[src/rtl/dffmem_arb_pkg.sv]
// Shared types and defaults for the DFF memory sequencer/arbiter.
package dffmem_arb_pkg;

  localparam int unsigned AwDef    = 3;
  localparam int unsigned DwDef    = 16;
  localparam int unsigned DepthDef = 1 << AwDef;

  typedef enum logic [2:0] {
    StInit,
    StIdle,
    StIssue,
    StRdcap,
    StDone
  } state_e;

endpackage

[src/rtl/rr_arb2.sv]
// Two-way round-robin grant; ptr = 0 favours req[0], ptr = 1 favours req[1].
module rr_arb2 (
  input  logic [1:0] req,
  input  logic       ptr,
  output logic [1:0] gnt
);

  always_comb begin
    gnt    = 2'b00;
    gnt[0] = req[0] & (~ptr | ~req[1]);
    gnt[1] = req[1] & (ptr | ~req[0]);
  end

endmodule

[src/rtl/dffmem_arbiter.sv]
// Sequencer sharing a single-port DFF memory between two requesters:
// zero-fills after reset, then serves one read or write at a time.
module dffmem_arbiter
  import dffmem_arb_pkg::*;
#(
  parameter int unsigned AW         = AwDef,
  parameter int unsigned DW         = DwDef,
  parameter bit          INIT_CLEAR = 1'b1
) (
  input  logic          clk,
  input  logic          rst,
  input  logic          req0,
  input  logic          req1,
  input  logic          we0,
  input  logic          we1,
  input  logic [AW-1:0] addr0,
  input  logic [AW-1:0] addr1,
  input  logic [DW-1:0] wdata0,
  input  logic [DW-1:0] wdata1,
  output logic          gnt0,
  output logic          gnt1,
  output logic          done0,
  output logic          done1,
  output logic [DW-1:0] rdata,
  output logic [AW-1:0] mem_adr,
  output logic [DW-1:0] mem_din,
  output logic          mem_we_n,
  input  logic [DW-1:0] mem_dout,
  output logic          init_busy,
  output logic          busy
);

  localparam int unsigned DEPTH = 1 << AW;

  state_e        state_q;
  logic [AW-1:0] cnt_q;
  logic [AW-1:0] adr_q;
  logic [DW-1:0] din_q;
  logic [DW-1:0] rdata_q;
  logic          we_n_q;
  logic          we_q;
  logic          id_q;
  logic          ptr_q;
  logic          done0_q;
  logic          done1_q;

  logic [1:0]    grant;
  logic          idle_act;
  logic          init_act;
  logic          accept;
  logic          accept_id;

  rr_arb2 u_rr_arb2 (
    .req (2'({req1, req0})),
    .ptr (ptr_q),
    .gnt (grant)
  );

  // Qualify with rst so every output reads its reset value while rst is high.
  assign idle_act  = (state_q == StIdle) && !rst;
  assign init_act  = (state_q == StInit) && !rst;
  assign gnt0      = idle_act & grant[0];
  assign gnt1      = idle_act & grant[1];
  assign accept    = gnt0 | gnt1;
  assign accept_id = gnt1;

  always_ff @(posedge clk) begin
    if (rst) begin
      state_q <= INIT_CLEAR ? StInit : StIdle;
      cnt_q   <= '0;
      adr_q   <= '0;
      din_q   <= '0;
      rdata_q <= '0;
      we_n_q  <= 1'b1;
      we_q    <= 1'b0;
      id_q    <= 1'b0;
      ptr_q   <= 1'b0;
      done0_q <= 1'b0;
      done1_q <= 1'b0;
    end else begin
      done0_q <= 1'b0;
      done1_q <= 1'b0;
      we_n_q  <= 1'b1;
      unique case (state_q)
        StInit: begin
          // Track the fill address so mem_adr holds DEPTH-1 once INIT ends.
          adr_q <= cnt_q;
          din_q <= '0;
          if (cnt_q == AW'(DEPTH - 1)) begin
            state_q <= StIdle;
          end else begin
            cnt_q <= cnt_q + 1'b1;
          end
        end
        StIdle: begin
          if (accept) begin
            id_q    <= accept_id;
            we_q    <= accept_id ? we1 : we0;
            adr_q   <= accept_id ? addr1 : addr0;
            din_q   <= accept_id ? wdata1 : wdata0;
            we_n_q  <= accept_id ? ~we1 : ~we0;
            // Next contest favours whoever was not just served.
            ptr_q   <= ~accept_id;
            state_q <= StIssue;
          end
        end
        StIssue: begin
          if (we_q) begin
            done0_q <= ~id_q;
            done1_q <= id_q;
            state_q <= StDone;
          end else begin
            state_q <= StRdcap;
          end
        end
        StRdcap: begin
          rdata_q <= mem_dout;
          done0_q <= ~id_q;
          done1_q <= id_q;
          state_q <= StDone;
        end
        StDone: begin
          state_q <= StIdle;
        end
        default: begin
          state_q <= StIdle;
        end
      endcase
    end
  end

  always_comb begin
    mem_adr  = adr_q;
    mem_din  = din_q;
    mem_we_n = we_n_q;
    if (rst) begin
      mem_adr  = '0;
      mem_din  = '0;
      mem_we_n = 1'b1;
    end else if (init_act) begin
      mem_adr  = cnt_q;
      mem_din  = '0;
      mem_we_n = 1'b0;
    end
  end

  assign done0     = done0_q;
  assign done1     = done1_q;
  assign rdata     = rdata_q;
  assign init_busy = init_act;
  assign busy      = (state_q != StIdle);

endmodule

[config.mk]
export PLATFORM = sky130hd
export DESIGN_NAME = dffmem_arbiter
export DESIGN_NICKNAME = d
export VERILOG_FILES = /design/src/rtl/dffmem_arb_pkg.sv /design/src/rtl/rr_arb2.sv /design/src/rtl/dffmem_arbiter.sv
export SDC_FILE = /design/constraint.sdc
export NUM_CORES = 1
export LEC_CHECK = 0
export BUFFER_PORTS_ARGS = -buffer_cell sky130_fd_sc_hd__buf_2
export CAP_MARGIN = 20
export CORE_ASPECT_RATIO = 0.9
export CORE_MARGIN = 2
export CORE_UTILIZATION = 41
export CTS_CLUSTER_SIZE = 28
export DETAILED_ROUTE_END_ITERATION = 12
export PLACE_DENSITY = 0.75
export REMOVE_ABC_BUFFERS = 1
export SLEW_MARGIN = 20
export SYNTH_ARGS = -nofsm -noshare
export SYNTH_HDL_FRONTEND = slang
export SYNTH_SLANG_ARGS = --single-unit
[constraint.sdc]
create_clock -name clk -period 1.6 [get_ports clk]
set_input_delay 0.08 -clock clk [delete_from_list [all_inputs] [get_ports clk]]
set_output_delay 0.08 -clock clk [all_outputs]
set_load 0.1 [all_outputs]
== After elaboration in Yosys (flattened, before gate mapping) ==
Index checks and enable logic that the tools add are counted.

* Register bits: 47
* Input port bits: 60
* Output and inout bits: 42
* Word-level logic and storage cells: 68

* Add/subtract/negate cells: 1
* Eq/ne operators: 7
* Multiplexer cells: 22
* Bitwise logic cells: 17
* Reduce and logical (&&, ||, !) cells: 10

{| class="wikitable"
|+ Operators by type and width
! operator !! count
|-
| $mux 16 || 4
|-
| $pmux 16 s2 || 1
|-
| $mux 3 || 7
|-
| $pmux 3 s4 || 1
|-
| $not 1->1 || 10
|-
| $reduce_and 2->1 || 4
|-
| $eq 3x2->1 const B || 2
|-
| $mux 1 || 6
|-
| $pmux 3 s2 || 1
|-
| $and 1x1->1 || 4
|-
| $pmux 1 s2 || 2
|-
| $add 3x1->3 const B || 1
|-
| $eq 3x1->1 const B || 1
|-
| $eq 3x3->1 const B || 1
|-
| $logic_not 3->1 || 1
|-
| $ne 3x1->1 const B || 1
|-
| $or 1x1->1 || 3
|-
| $reduce_or 3->1 || 1
|-
| $logic_and 1x1->1 || 2
|-
| $ne 2x1->1 const B || 1
|-
| $ne 2x2->1 const B || 1
|-
| $reduce_bool 2->1 || 1
|-
| $logic_not 1->1 || 1
|}

== Depth between registers and ports, before layout ==
Gate-level depths: netlist (run 1).

* Depth in word-level cells: 7
* Depth in mapped cells: 7

== By module ==
A second synthesis (run 1) with hierarchy kept.

* Cells, all modules: 258
* Area, all modules: 2138.3 um2

{| class="wikitable"
|+ Modules (own cells, without submodules)
! module !! times used !! cells an instance !! area each (um2) !! seq. area each (um2)
|-
| dffmem_arbiter || 1 || 255 || 2119.5 || 940.9
|-
| rr_arb2 || 1 || 3 || 18.8 || 0.0
|}

== Least setup slack after synthesis (run 1) ==
OpenSTA, ideal clock, no wires.

* Path type: register to register
* Start: register state_q[0]
* End: register we_q
* Setup time: 72 ps
* Data arrival time: 3540 ps
* Path slack: -2013 ps
* Cell stages (with the launch flop): 6
* Buffers on the path: 1
* Period minus slack after synthesis: 3613 ps
* Cells stage by stage: dfxtp_1 > buf_6 > nor3b_4 > nand2_1 > a211oi_1 > a221o_1

* Word-level cells in the longest chain between the ends: 5
* Elaborated cells on any way between the ends: 7
* Those cells by class: eq/ne (1); mux (1); bitwise (3); reduce/logical (2)

{| class="wikitable"
|+ Ends and longest elaborated chain
! element !! RTL line !! text
|-
| start: declaration || dffmem_arbiter.sv:35 || <nowiki>state_e state_q;</nowiki>
|-
| start signal: assignment || dffmem_arbiter.sv:69 || <nowiki>state_q <= INIT_CLEAR ? StInit : StIdle;</nowiki>
|-
| start signal: assignment || dffmem_arbiter.sv:90 || <nowiki>state_q <= StIdle;</nowiki>
|-
| start signal: assignment || dffmem_arbiter.sv:104 || <nowiki>state_q <= StIssue;</nowiki>
|-
| $eq 3x1->1 || dffmem_arbiter.sv:60 || <nowiki>assign idle_act = (state_q == StIdle) && !rst;</nowiki>
|-
| $logic_and 1x1->1 || dffmem_arbiter.sv:60 ||
|-
| $and 1x1->1 || dffmem_arbiter.sv:62 || <nowiki>assign gnt0 = idle_act & grant[0];</nowiki>
|-
| net gnt0 || dffmem_arbiter.sv:20 || <nowiki>output logic gnt0,</nowiki>
|-
| $or 1x1->1 || dffmem_arbiter.sv:64 || <nowiki>assign accept = gnt0 | gnt1;</nowiki>
|-
| $reduce_and 2->1 (no line) || n/a ||
|-
| end signal: assignment || dffmem_arbiter.sv:98 || <nowiki>we_q <= accept_id ? we1 : we0;</nowiki>
|-
| end: declaration || dffmem_arbiter.sv:41 || <nowiki>logic we_q;</nowiki>
|}

The timed path passes the listed nets, and every way through them passes these cells.
A chain may end at the register's enable or synchronous reset.

== Final worst setup path (run 1) ==
* Start: register state_q[2]
* End: register din_q[15]

* Word-level cells in the longest chain between the ends: 6
* Elaborated cells on any way between the ends: 12
* Those cells by class: eq/ne (2); mux (3); bitwise (3); reduce/logical (4)

{| class="wikitable"
|+ Ends and longest elaborated chain
! element !! RTL line !! text
|-
| $eq 3x1->1 || dffmem_arbiter.sv:60, dffmem_arbiter.sv:84 ||
|-
| $logic_and 1x1->1 || dffmem_arbiter.sv:60 ||
|-
| $and 1x1->1, on equally long branches || dffmem_arbiter.sv:63, dffmem_arbiter.sv:62 ||
|-
| $mux 16 or $or 1x1->1 (tied branches) || dffmem_arbiter.sv:100, dffmem_arbiter.sv:64 ||
|-
| $mux 16 or $ne 2x2->1 (tied branches) || n/a ||
|-
| $pmux 16 s2 or $reduce_and 2->1 (tied branches) || n/a ||
|-
| end signal: assignment || dffmem_arbiter.sv:100 || <nowiki>din_q <= accept_id ? wdata1 : wdata0;</nowiki>
|-
| end: declaration || dffmem_arbiter.sv:38 || <nowiki>logic [DW-1:0] din_q;</nowiki>
|}

Parallel ways exist; a longest one is shown, timed or not. The select of a mux whose other input is x is not followed.

==> summary.md, run 1 <==
| Metric | Value |
|---|---|
| Final Hold Viols | `0` |
| Syn Inst Count | `248` |
| Vias | `between 2k and 2.5k` |
| All-Layer GR Usage | `0.228` |
| CTS tree | `built` |
| Yosys top cell by area | `dfxtp_1` |
| Pre-CTS setup slack | `-0.0917 ns` |
| Register area | `around 950 um2` |
| IO buf count | `around 100` |
| FP Rows | `24` |
| Top_reg_cell synth | `dfxtp_1` |
| Max Cap Viol | `0` |
| Seq pwr share | `0.496` |
| Startpoint types | `flop` |
| Drc violations | `0` |
| Run status | `finished, violations left` |
| Yosys reg bits | `47` |
| Synth cell types | `37` |
| Final net count | `437` |
| Vias in the first global route | `around 2.2k` |
| Core ar. | `~0.0049 mm2` |
| DR WL/cell | `18.5 um` |
| Crit-path slowest cell | `dfxtp_4` |
| Synth Area in Compound Gates | `0.143` |
| Later-pin clock latency in the skew report | `0.31 ns` |
| Tcrit/Tclk final | `1.11` |
| Antenna-violating nets left | `0` |
| Req. time, crit path | `roughly 1.8 ns` |
| VDD IR max | `0.602 mV` |
| Crit path cell chain | `buf_12 > nor3b_4 > buf_4 > inv_2 > buf_6 > nor2_4 > clkbuf_16 > nor2_2 > a21oi_1` |
| Dpl cells | `410` |
| Worst-case clock buffer depth | `2` |
| Worst Hold Class | `in -> reg` |
| Switch share | `0.278` |
| Setup Crit Path Kind | `reg -> reg` |
| Achievable Freq | `~560 MHz` |
| RSZ-0062 raised after global routing | `yes` |
| Simple-gate share of the synthesized area | `0.243` |
| CTS Buf Count | `5` |
| Mux cell area share after synthesis | `0.0916` |
| Die ar. | `~0.0057 mm2` |
| Clock Tree Root | `clkbuf_8` |
| Crit path time final | `about 1.8 ns` |
| Sequential area share after synthesis | `0.453` |
| CP peak stage delay | `around 0.38 ns` |
| Setup Skew | `approximately 0.012 ns` |
| Synth warn | `0` |
| DIE HEIGHT | `~72 um` |
| I/O pins | `~100` |
| Drt total wl | `approximately 8 mm` |
| Worst Path Max Fanout | `8` |
| GRT overflow | `0` |
| Crit. End Element | `flop` |
| Setup tns final | `-3.76 ns` |
| Synth top area share | `0.453` |
| Fill cells | `between 300 and 400` |
| Slew Limit Fails | `0` |
| Area of the multi-input gates | `0.00132 mm2` |
| Drt initial violations | `around 180` |
| Placer congestion estimate | `a little over 0.8` |
| Routed vias/inst | `between 5 and 6` |
| CTS H-Tree Depth | `2` |
| XOR/XNOR Fraction of Synth Area | `0.00422` |
| Die span in x | `roughly 80 um` |
| Clock sinks | `between 40 and 50` |
| Pint | `1.77 mW` |
| Initial antenna violation count | `0` |
| Psw | `0.683 mW` |
| Clk slew on worst S/H paths | `around 0.090 ns` |
| Async S/R FF share, synth | `0` |
| Main combinational cell family by area after synthesis | `simple AND/OR/NAND/NOR gates` |
| Largest cells by area after synthesis | `dfxtp_1 (45%), a21oi_1 (9.4%), mux2i_1 (9.2%)` |
| Initial Util | `0.427` |
| DR pass1 iterations | `5` |
| Pin count of the biggest net entering global routing | `25` |
| Synthesized area per cell | `roughly 8.4 um2` |
| Post-synth EDFFs | `0` |
| Critical path's top delay family | `buffers and inverters` |
| Final Util | `0.751` |
| Adder-Cell Fraction of Synth Area | `0.0120` |
| Leak pwr | `between 1.5 and 2 nW` |
| Mapped Area | `~0.0021 mm2` |
| Ant diodes | `0` |
| DP HPWL | `around 4.0 mm` |
| Slew @ Worst Pin | `~0.50 ns` |
| Synth cell count leaders | `nand2_1 (48), dfxtp_1 (47), a21oi_1 (39), nor2_1 (22), mux2i_1 (19)` |
| P&R area growth vs syn | `75.8%` |
| Worst path buffer plus inverter count | `5` |
| Failing checks | `setup timing` |
| Share of post-route cells with drive strength above 1 | `0.540` |
| Slew Limit Headroom | `0.672` |
| Clock Power Share | `0.328` |
| Cell Count, Final, Fillers Out | `approximately 440` |
| First-pass GRT wire length | `about 10 mm` |
| Setup-failing EPs final | `45` |
| Setup slack after layout | `-0.172 ns` |
| Count leader, synth | `nand2_1` |
| Comb pwr share | `0.176` |
| Worst Path Arrival | `roughly 2.0 ns` |
| Cell Pwr Density | `between 600 and 700 mW/mm2` |
==> sequential cells by signal, indices dropped and copies added, names as in the netlist <==
signal / count
cnt_q: 3
din_q: 16
rdata: 16
we_q: 1
adr_q: 3
id_q: 1
done0: 1
ptr_q: 1
we_n_q: 1
state_q: 3
done1: 1
==> layout make-up <==
| type | count | share of cell area |
|---|---|---|
| Clock buffer | 8 | 0.0274 |
| Inverter | 4 | 0.00411 |
| Multi-Input combinational cell | 182 | 0.362 |
| Sequential cell | 47 | 0.260 |
| Tap cell | 65 | 0.0223 |
| Timing Repair Buffer | 135 | 0.325 |
==> what timing repair did <==
item,CTS,global route
hold buffers,2,1
pin swaps,9,15
gates resized for setup,54,81
gates cloned,2,3
endpoints found under the setup margin,34,62
hold endpoints to repair,1,1
setup buffers,12,5
==> worst paths after layout <==
| check | cells after the start | start | endpoint | slack, ns |
|---|---|---|---|---|
| setup reg to reg | 9 | state_q[2]$_SDFFE_PP0P_ | din_q[15]$_SDFFE_PP0P_ | -0.17 |
| hold / removal | 3 | mem_dout[0] | rdata[0]$_SDFFE_PP0N_ | 0.008 |
| setup / recovery | 9 | state_q[2]$_SDFFE_PP0P_ | din_q[15]$_SDFFE_PP0P_ | -0.17 |
| hold reg to reg | 2 | rdata[0]$_SDFFE_PP0N_ | rdata[0]$_SDFFE_PP0N_ | 0.46 |
==> power by group through the flow <==
stage	sequential [mW]	clock, mW	combinational [mW]
floorplan	1.24	0	0.169
global placement	1.24	0	0.325
detailed placement	1.24	0	0.331
CTS	1.21	0.796	0.358
global route	1.22	0.867	0.457
finish	1.22	0.805	0.432
==> cells in the final DEF (no fill, tap or decap), drive strengths merged <==
cell         count
a211oi           2
a221o            1
nor4             1
or3              2
o21bai           1
buf            130
nor3             2
and3            17
o21ai            2
mux2i           19
a311oi           1
nand4            4
or2              1
nand3            1
o221ai           3
clkbuf          10
ha               2
nor2            23
and2             3
nor2b            1
nand2b           4
a22oi            1
nand2           48
a31o             1
dfxtp           47
a21oi           39
a32oi            1
nor3b            1
inv              4
dlygate4sd3      3
xnor2            1
==> worst min-delay path, delay by kind of cell <==
family | cells | cell delay, ns
AO/OA/AOI/OAI | 1 | 0.05
buffers and inverters | 1 | 0.10
AND/OR/NAND/NOR | 1 | 0.05
==> layer usage <==
metal  track usage  wire length, um  vias up
met3        0.0453              428       27
met5             0                0        -
met1         0.303             3120     1175
met4        0.0709              285        0
li1              -                -     1112
met2         0.378             4340      103
==> stage by stage <==
step | area (um2) | power [mW] | hold slack [ns]
after floorplan | 1980 | 1.40 | 0.149
after global placement | 2810 | 1.56 | 0.292
after detailed placement | 2810 | 1.57 | 0.299
after CTS | 3220 | 2.36 | 0.00869
after global routing | 3650 | 2.54 | 0.00472
final | 3650 | 2.45 | 0.00828
==> cells by family (layout without fill, tap and decap cells) <==
family,after synthesis,in the layout
DFF,47,47
xor gates and xnor gates,1,1
and+or+nand+nor,106,108
AOI/OAI and AO/OA,52,52
adders and majority gates,2,2
buffers and inverters,21,147
muxes,19,19
No activity file was read; power rests on OpenSTA's default activity.
==> run 2: changes to the inputs <==
--- a/config.mk
+++ b/config.mk
@@ -10,6 +10,7 @@
 export CORE_ASPECT_RATIO = 0.9
 export CORE_MARGIN = 2
 export CORE_UTILIZATION = 41
+export CTS_BUF_LIST = sky130_fd_sc_hd__clkbuf_16
 export CTS_CLUSTER_SIZE = 28
 export DETAILED_ROUTE_END_ITERATION = 12
 export PLACE_DENSITY = 0.75
==> summary.md, run 2 (synthesis results as in run 1) <==
| Metric | Value |
|---|---|
| DIE HEIGHT | `approximately 72 um` |
| Worst-case clock buffer depth | `2` |
| Clk slew on worst S/H paths | `around 0.06 ns` |
| Ant diodes | `0` |
| First-pass GRT wire length | `roughly 11 mm` |
| Tcrit/Tclk final | `1.10` |
| Worst Path Arrival | `around 1.7 ns` |
| Cell Pwr Density | `between 700 and 800 mW/mm2` |
| FP Rows | `24` |
| Routed vias/inst | `approximately 5.3` |
| Setup-failing EPs final | `36` |
| CTS H-Tree Depth | `2` |
| Setup Skew | `between 0.007 and 0.008 ns` |
| Min-Delay Path Depth | `2` |
| Drc violations | `0` |
| Met3 WL | `just under 300 um` |
| Drt initial violations | `between 150 and 200` |
| Core ar. | `0.00486 mm2` |
| WL met2 | `~3.7 mm` |
| GRT overflow | `0` |
| Crit path cell chain | `buf_12 > nor3b_4 > buf_4 > nand4_1 > buf_4 > inv_4 > buf_12` |
| RSZ-0062 raised after global routing | `yes` |
| Max Cap Viol | `0` |
| Met1 WL | `2.83 mm` |
| Leading cell types in the layout, fill and taps excluded | `buf_2 (77), nand2_1 (47), dfxtp_1 (45)` |
| Min-delay src | `we1` |
| Critical path's top delay family | `buffers and inverters` |
| Clock Tree Root | `clkbuf_16` |
| Share of post-route cells with drive strength above 1 | `0.466` |
| DR pass1 iterations | `4` |
| Slew Limit Headroom | `0.674` |
| Top layer in use | `met4` |
| Final Util | `0.709` |
| Fin area | `about 0.0034 mm2` |
| DP HPWL | `3.99 mm` |
| Final net count | `432` |
| Hold Slack | `between 0.009 and 0.01 ns` |
| Run status | `finished, violations left` |
| CTS tree | `built` |
| Crit-path slowest cell | `dfxtp_4` |
| DR WL/cell | `around 16 um` |
| Achievable Freq | `570 MHz` |
| Drt total wl | `a little over 7 mm` |
| Placer congestion estimate | `between 0.8 and 0.9` |
| Antenna-violating nets left | `0` |
| Worst Path Max Fanout | `4` |
| Tot Pwr | `2.57 mW` |
| Crit. End Element | `primary output` |
| Vias | `between 2k and 2.5k` |
| Initial Util | `0.427` |
| Cell Count, Final, Fillers Out | `approximately 440` |
| Slew Limit Fails | `0` |
| Area after DPL | `approximately 0.0028 mm2` |
| Worst r2r src | `state_q[2]$_SDFFE_PP0P_` |
| Die ar. | `0.00565 mm2` |
| Vias in the first global route | `2203` |
| Pre-CTS setup slack | `-0.0917 ns` |
| Req. time, crit path | `1.52 ns` |
| Slew @ Worst Pin | `just under 0.5 ns` |
| WP depth | `7` |
| Crit path time final | `between 1.5 and 2 ns` |
| Dpl cells | `between 400 and 500` |
| Clock sinks | `47` |
| I/O pins | `slightly above 100` |
| Cells on worst reg2reg path | `9` |
| Worst Hold Class | `in -> reg` |
| Worst Hold Path EP | `we_n_q$_SDFF_PP1_` |
| Leak pwr | `1.62 nW` |
| RR Endpoint | `id_q$_SDFFE_PP0P_` |
| Die span in x | `~79 um` |
| Most common cell after layout, fill and taps aside | `buf_2` |
| CTS Buf Count | `5` |
| IO buf count | `just over 100` |
| Initial antenna violation count | `0` |
| Later-pin clock latency in the skew report | `between 0.2 and 0.3 ns` |
| P&R area growth vs syn | `66.1%` |
| Final Hold Viols | `0` |
| Startpoint types | `flop` |
| All-Layer GR Usage | `0.244` |
| R2R setup slack | `-0.13 ns` |
| Worst path buffer plus inverter count | `5` |
| Failing checks | `setup timing` |
| CP peak stage delay | `between 0.3 and 0.4 ns` |
| Setup tns final | `-3.15 ns` |
| Pin count of the biggest net entering global routing | `33` |
| Setup slack after layout | `-0.153 ns` |
| VDD IR max | `about 0.64 mV` |
| Setup Crit Path Kind | `reg -> out` |
-- run 2: worst reg2reg max path: stages (launching register included) --
cell	delay [ns]
dfxtp_4	0.35
buf_12	0.13
nor3b_4	0.26
nand2_1	0.13
buf_4	0.15
buf_4	0.12
buf_4	0.12
buf_4	0.13
a32oi_2	0.16
nor2_1	0.07
-- run 2: timing repair --
item / in CTS / in global routing
pin swaps: 10 / 3
gates cloned: 2 / 0
hold endpoints to repair: 1 / 0
buffers inserted: 12 / 3
setup endpoints to repair: 30 / 60
hold buffers: 1 / 0
gates resized for setup: 63 / 30
-- run 2: report_power, final --
| group | internal (mW) | total (mW) | switching (mW) |
|---|---|---|---|
| clock network | 0.563 | 0.990 | 0.428 |
| logic | 0.156 | 0.369 | 0.213 |
| registers | 1.19 | 1.21 | 0.0216 |
-- run 2: final cells by class --
cell class,count,area [um2]
well taps,65,81.3
flip-flops and latches,47,946
clock buffers,5,125
inverters,4,17.5
repair buffers,131,1100
multi-input cells,181,1170
fillers,353,1420
clock inverters,3,11.3
-- run 2: worst max path at each step --
stage,to,startpoint
after floorplan,we_q$_SDFFE_PP0P_,state_q[0]$_SDFFE_PP0P_
after global placement,mem_din[9],state_q[2]$_SDFFE_PP0P_
after detailed placement,mem_din[11],state_q[2]$_SDFFE_PP0P_
after CTS,gnt1,state_q[2]$_SDFFE_PP0P_
after global routing,din_q[13]$_SDFFE_PP0P_,state_q[2]$_SDFFE_PP0P_
final,gnt1,state_q[2]$_SDFFE_PP0P_
-- run 2: routing by layer --
layer,vias to the layer above,global-route usage
li1,1102,-
met1,1068,0.297
met2,89,0.422
met3,32,0.0466
met4,0,0.107
met5,-,0
==> run 3: changes to the inputs <==
--- a/config.mk
+++ b/config.mk
@@ -5,15 +5,16 @@
 export SDC_FILE = /design/constraint.sdc
 export NUM_CORES = 1
 export LEC_CHECK = 0
+export ABC_AREA = 1
 export BUFFER_PORTS_ARGS = -buffer_cell sky130_fd_sc_hd__buf_2
 export CAP_MARGIN = 20
 export CORE_ASPECT_RATIO = 0.9
 export CORE_MARGIN = 2
-export CORE_UTILIZATION = 41
+export CORE_UTILIZATION = 42
 export CTS_BUF_LIST = sky130_fd_sc_hd__clkbuf_16
 export CTS_CLUSTER_SIZE = 28
 export DETAILED_ROUTE_END_ITERATION = 12
-export PLACE_DENSITY = 0.75
+export PLACE_DENSITY = 0.76
 export REMOVE_ABC_BUFFERS = 1
 export SLEW_MARGIN = 20
 export SYNTH_ARGS = -nofsm -noshare
==> summary.md, run 3 <==
| Metric | Value |
|---|---|
| Run status | `complete, no violations` |
| Sequential area share after synthesis | `0.422` |
| Later-pin clock latency in the skew report | `between 0.2 and 0.3 ns` |
| DIE HEIGHT | `~73 um` |
| Vias in the first global route | `2246` |
| Top_reg_cell synth | `dfxtp_1` |
| Worst Path Arrival | `approximately 1.5 ns` |
| Synth cell count leaders | `nand2_1 (60), nor2_1 (58), dfxtp_1 (47), o21ai_0 (40), inv_1 (18)` |
| Largest cells by area after synthesis | `dfxtp_1 (42%), nand2_1 (10%), nor2_1 (9.8%)` |
| Area after DPL | `about 0.0031 mm2` |
| Hold Slack | `about 0.015 ns` |
| Initial antenna violation count | `0` |
| Tot Pwr | `roughly 2.7 mW` |
| Synth cell types | `29` |
| Req. time, crit path | `about 1.5 ns` |
| Worst-case clock buffer depth | `2` |
| Fin area | `0.00345 mm2` |
| IO buf count | `just over 100` |
| Placer congestion estimate | `between 0.8 and 0.9` |
| Met1 usage | `0.250` |
| FP Rows | `25` |
| Synth top area share | `0.422` |
| CTS tree | `built` |
| DR pass1 iterations | `4` |
| P&R area growth vs syn | `54.5%` |
| Slew Limit Fails | `0` |
| Mapped Area | `0.00223 mm2` |
| Share of post-route cells with drive strength above 1 | `0.393` |
| Leading cell types in the layout, fill and taps excluded | `buf_2 (79), nand2_1 (60), nor2_1 (56)` |
| Setup-failing EPs final | `0` |
| Setup Crit Path Kind | `reg -> out` |
| Crit path cell chain | `inv_2 > nand2_4 > inv_8 > buf_6 > nor2_2 > buf_12` |
| Tcrit/Tclk final | `0.984` |
| Leak pwr | `between 1.5 and 2 nW` |
| Die span in x | `around 80 um` |
| Synthesized area per cell | `just over 7 um2` |
| VDD IR max | `0.541 mV` |
| Final Util | `0.664` |
| Fill cells | `approximately 430` |
| Ant diodes | `0` |
| CTS H-Tree Depth | `2` |
| Post-synth EDFFs | `0` |
| Final net count | `~490` |
| Initial Util | `0.430` |
| Drt initial violations | `between 100 and 150` |
| Pin count of the biggest net entering global routing | `23` |
| Slew Limit Headroom | `0.671` |
| Routed vias/inst | `roughly 5.0` |
| RSZ-0062 raised after global routing | `yes` |
| Max Cap Viol | `0` |
| Drc violations | `0` |
| Clock sinks | `47` |
| Yosys top cell by area | `dfxtp_1` |
| Global route hottest layer | `met2` |
| CP peak stage delay | `around 0.4 ns` |
| Core ar. | `just over 0.005 mm2` |
| DP HPWL | `roughly 4.4 mm` |
| Crit path time final | `1.58 ns` |
| Clk slew on worst S/H paths | `about 0.060 ns` |
| Clock Tree Root | `clkbuf_16` |
| Worst Hold Class | `in -> reg` |
| Yosys reg bits | `47` |
| CTS Buf Count | `5` |
| Startpoint types | `flop` |
| Final Hold Viols | `0` |
| Crit. End Element | `primary output` |
| I/O pins | `between 100 and 150` |
| All-Layer GR Usage | `0.217` |
| DR WL/cell | `12.6 um` |
| Slew @ Worst Pin | `just under 0.5 ns` |
| Worst Path Max Fanout | `11` |
| Most common cell after layout, fill and taps aside | `buf_2` |
| Count leader, synth | `nand2_1` |
| Die ar. | `just under 0.006 mm2` |
| Crit-path slowest cell | `dfxtp_2` |
| R2R setup slack | `about 0.08 ns` |
| Setup Skew | `approximately 0.004 ns` |
| Achievable Freq | `635 MHz` |
| GRT overflow | `0` |
| Syn Inst Count | `310` |
| Synth warn | `0` |
| First-pass GRT wire length | `10.0 mm` |
| Async S/R FF share, synth | `0` |
| Antenna-violating nets left | `0` |
| M3 GR Usage | `0.0619` |
| Drt total wl | `roughly 6.2 mm` |
| Critical path's top delay family | `buffers and inverters` |
| Worst path buffer plus inverter count | `4` |
| Vias | `~2.5k` |
| Cell Pwr Density | `774 mW/mm2` |
| Global-route track usage on met2 | `0.374` |
-- run 3: repair_timing --
action | CTS | global route
hold buffers | 0 | 0
buffers inserted | 9 | 4
pin swaps | 4 | 1
setup endpoints to repair | 18 | 33
gates resized for setup | 8 | 16
-- run 3: worst paths after layout --
kind | startpoint | end | cells past startpoint
min reg2reg | id_q$_SDFFE_PP0P_ | done0$_SDFF_PP0_ | 1
min | mem_dout[11] | rdata[11]$_SDFFE_PP0N_ | 3
max reg2reg | state_q[1]$_SDFFE_PP0P_ | cnt_q[1]$_SDFFE_PP0P_ | 8
max | state_q[0]$_SDFFE_PP0P_ | mem_din[5] | 6
-- run 3: worst min-delay path, stage by stage --
cell,delay [ns]
buf_2,0.08
nor2_1,0.03
nor2_1,0.08
-- run 3: cell type report --
type	instances	area, um2	area share
clock inverter	3	38.8	0.0113
inverter	24	104	0.0301
multi-input combinational	222	1130	0.328
tap	67	83.8	0.0243
sequential	47	943	0.274
clock buffer	5	125	0.0363
timing repair buffer	124	1020	0.296
-- run 3: kinds of logic (layout without fill, tap and decap cells) --
kind of cell	after synthesis	after routing	share of synthesized area
compound gates	74	74	0.187
buf+inv	41	156	0.0937
flops	47	47	0.422
fa+ha+maj	2	2	0.0112
simple gates	146	146	0.287
-- run 3: report_power, final --
part	total, mW	internal (mW)	switching, mW
Clock	1.16	0.728	0.432
Sequential	1.20	1.19	0.0119
Combinational	0.307	0.121	0.186
-- run 3: metal layers --
metal / routed length (um) / vias to the layer above / part of all wire
met5: 0 / - / 0
met4: 167 / 0 / 0.027
met3: 485 / 18 / 0.078
met2: 3030 / 98 / 0.49
met1: 2520 / 1099 / 0.41
li1: - / 1236 / -
-- run 3: stage by stage --
step                setup TNS, ns  worst slack, ns  std cells
global route               -0.192          -0.0316        492
CTS                             0         0.000205        488
finish                          0           0.0250        492
floorplan                  -13.60           -0.963        293
global placement                0            0.140        471
detailed placement              0           0.0800        471
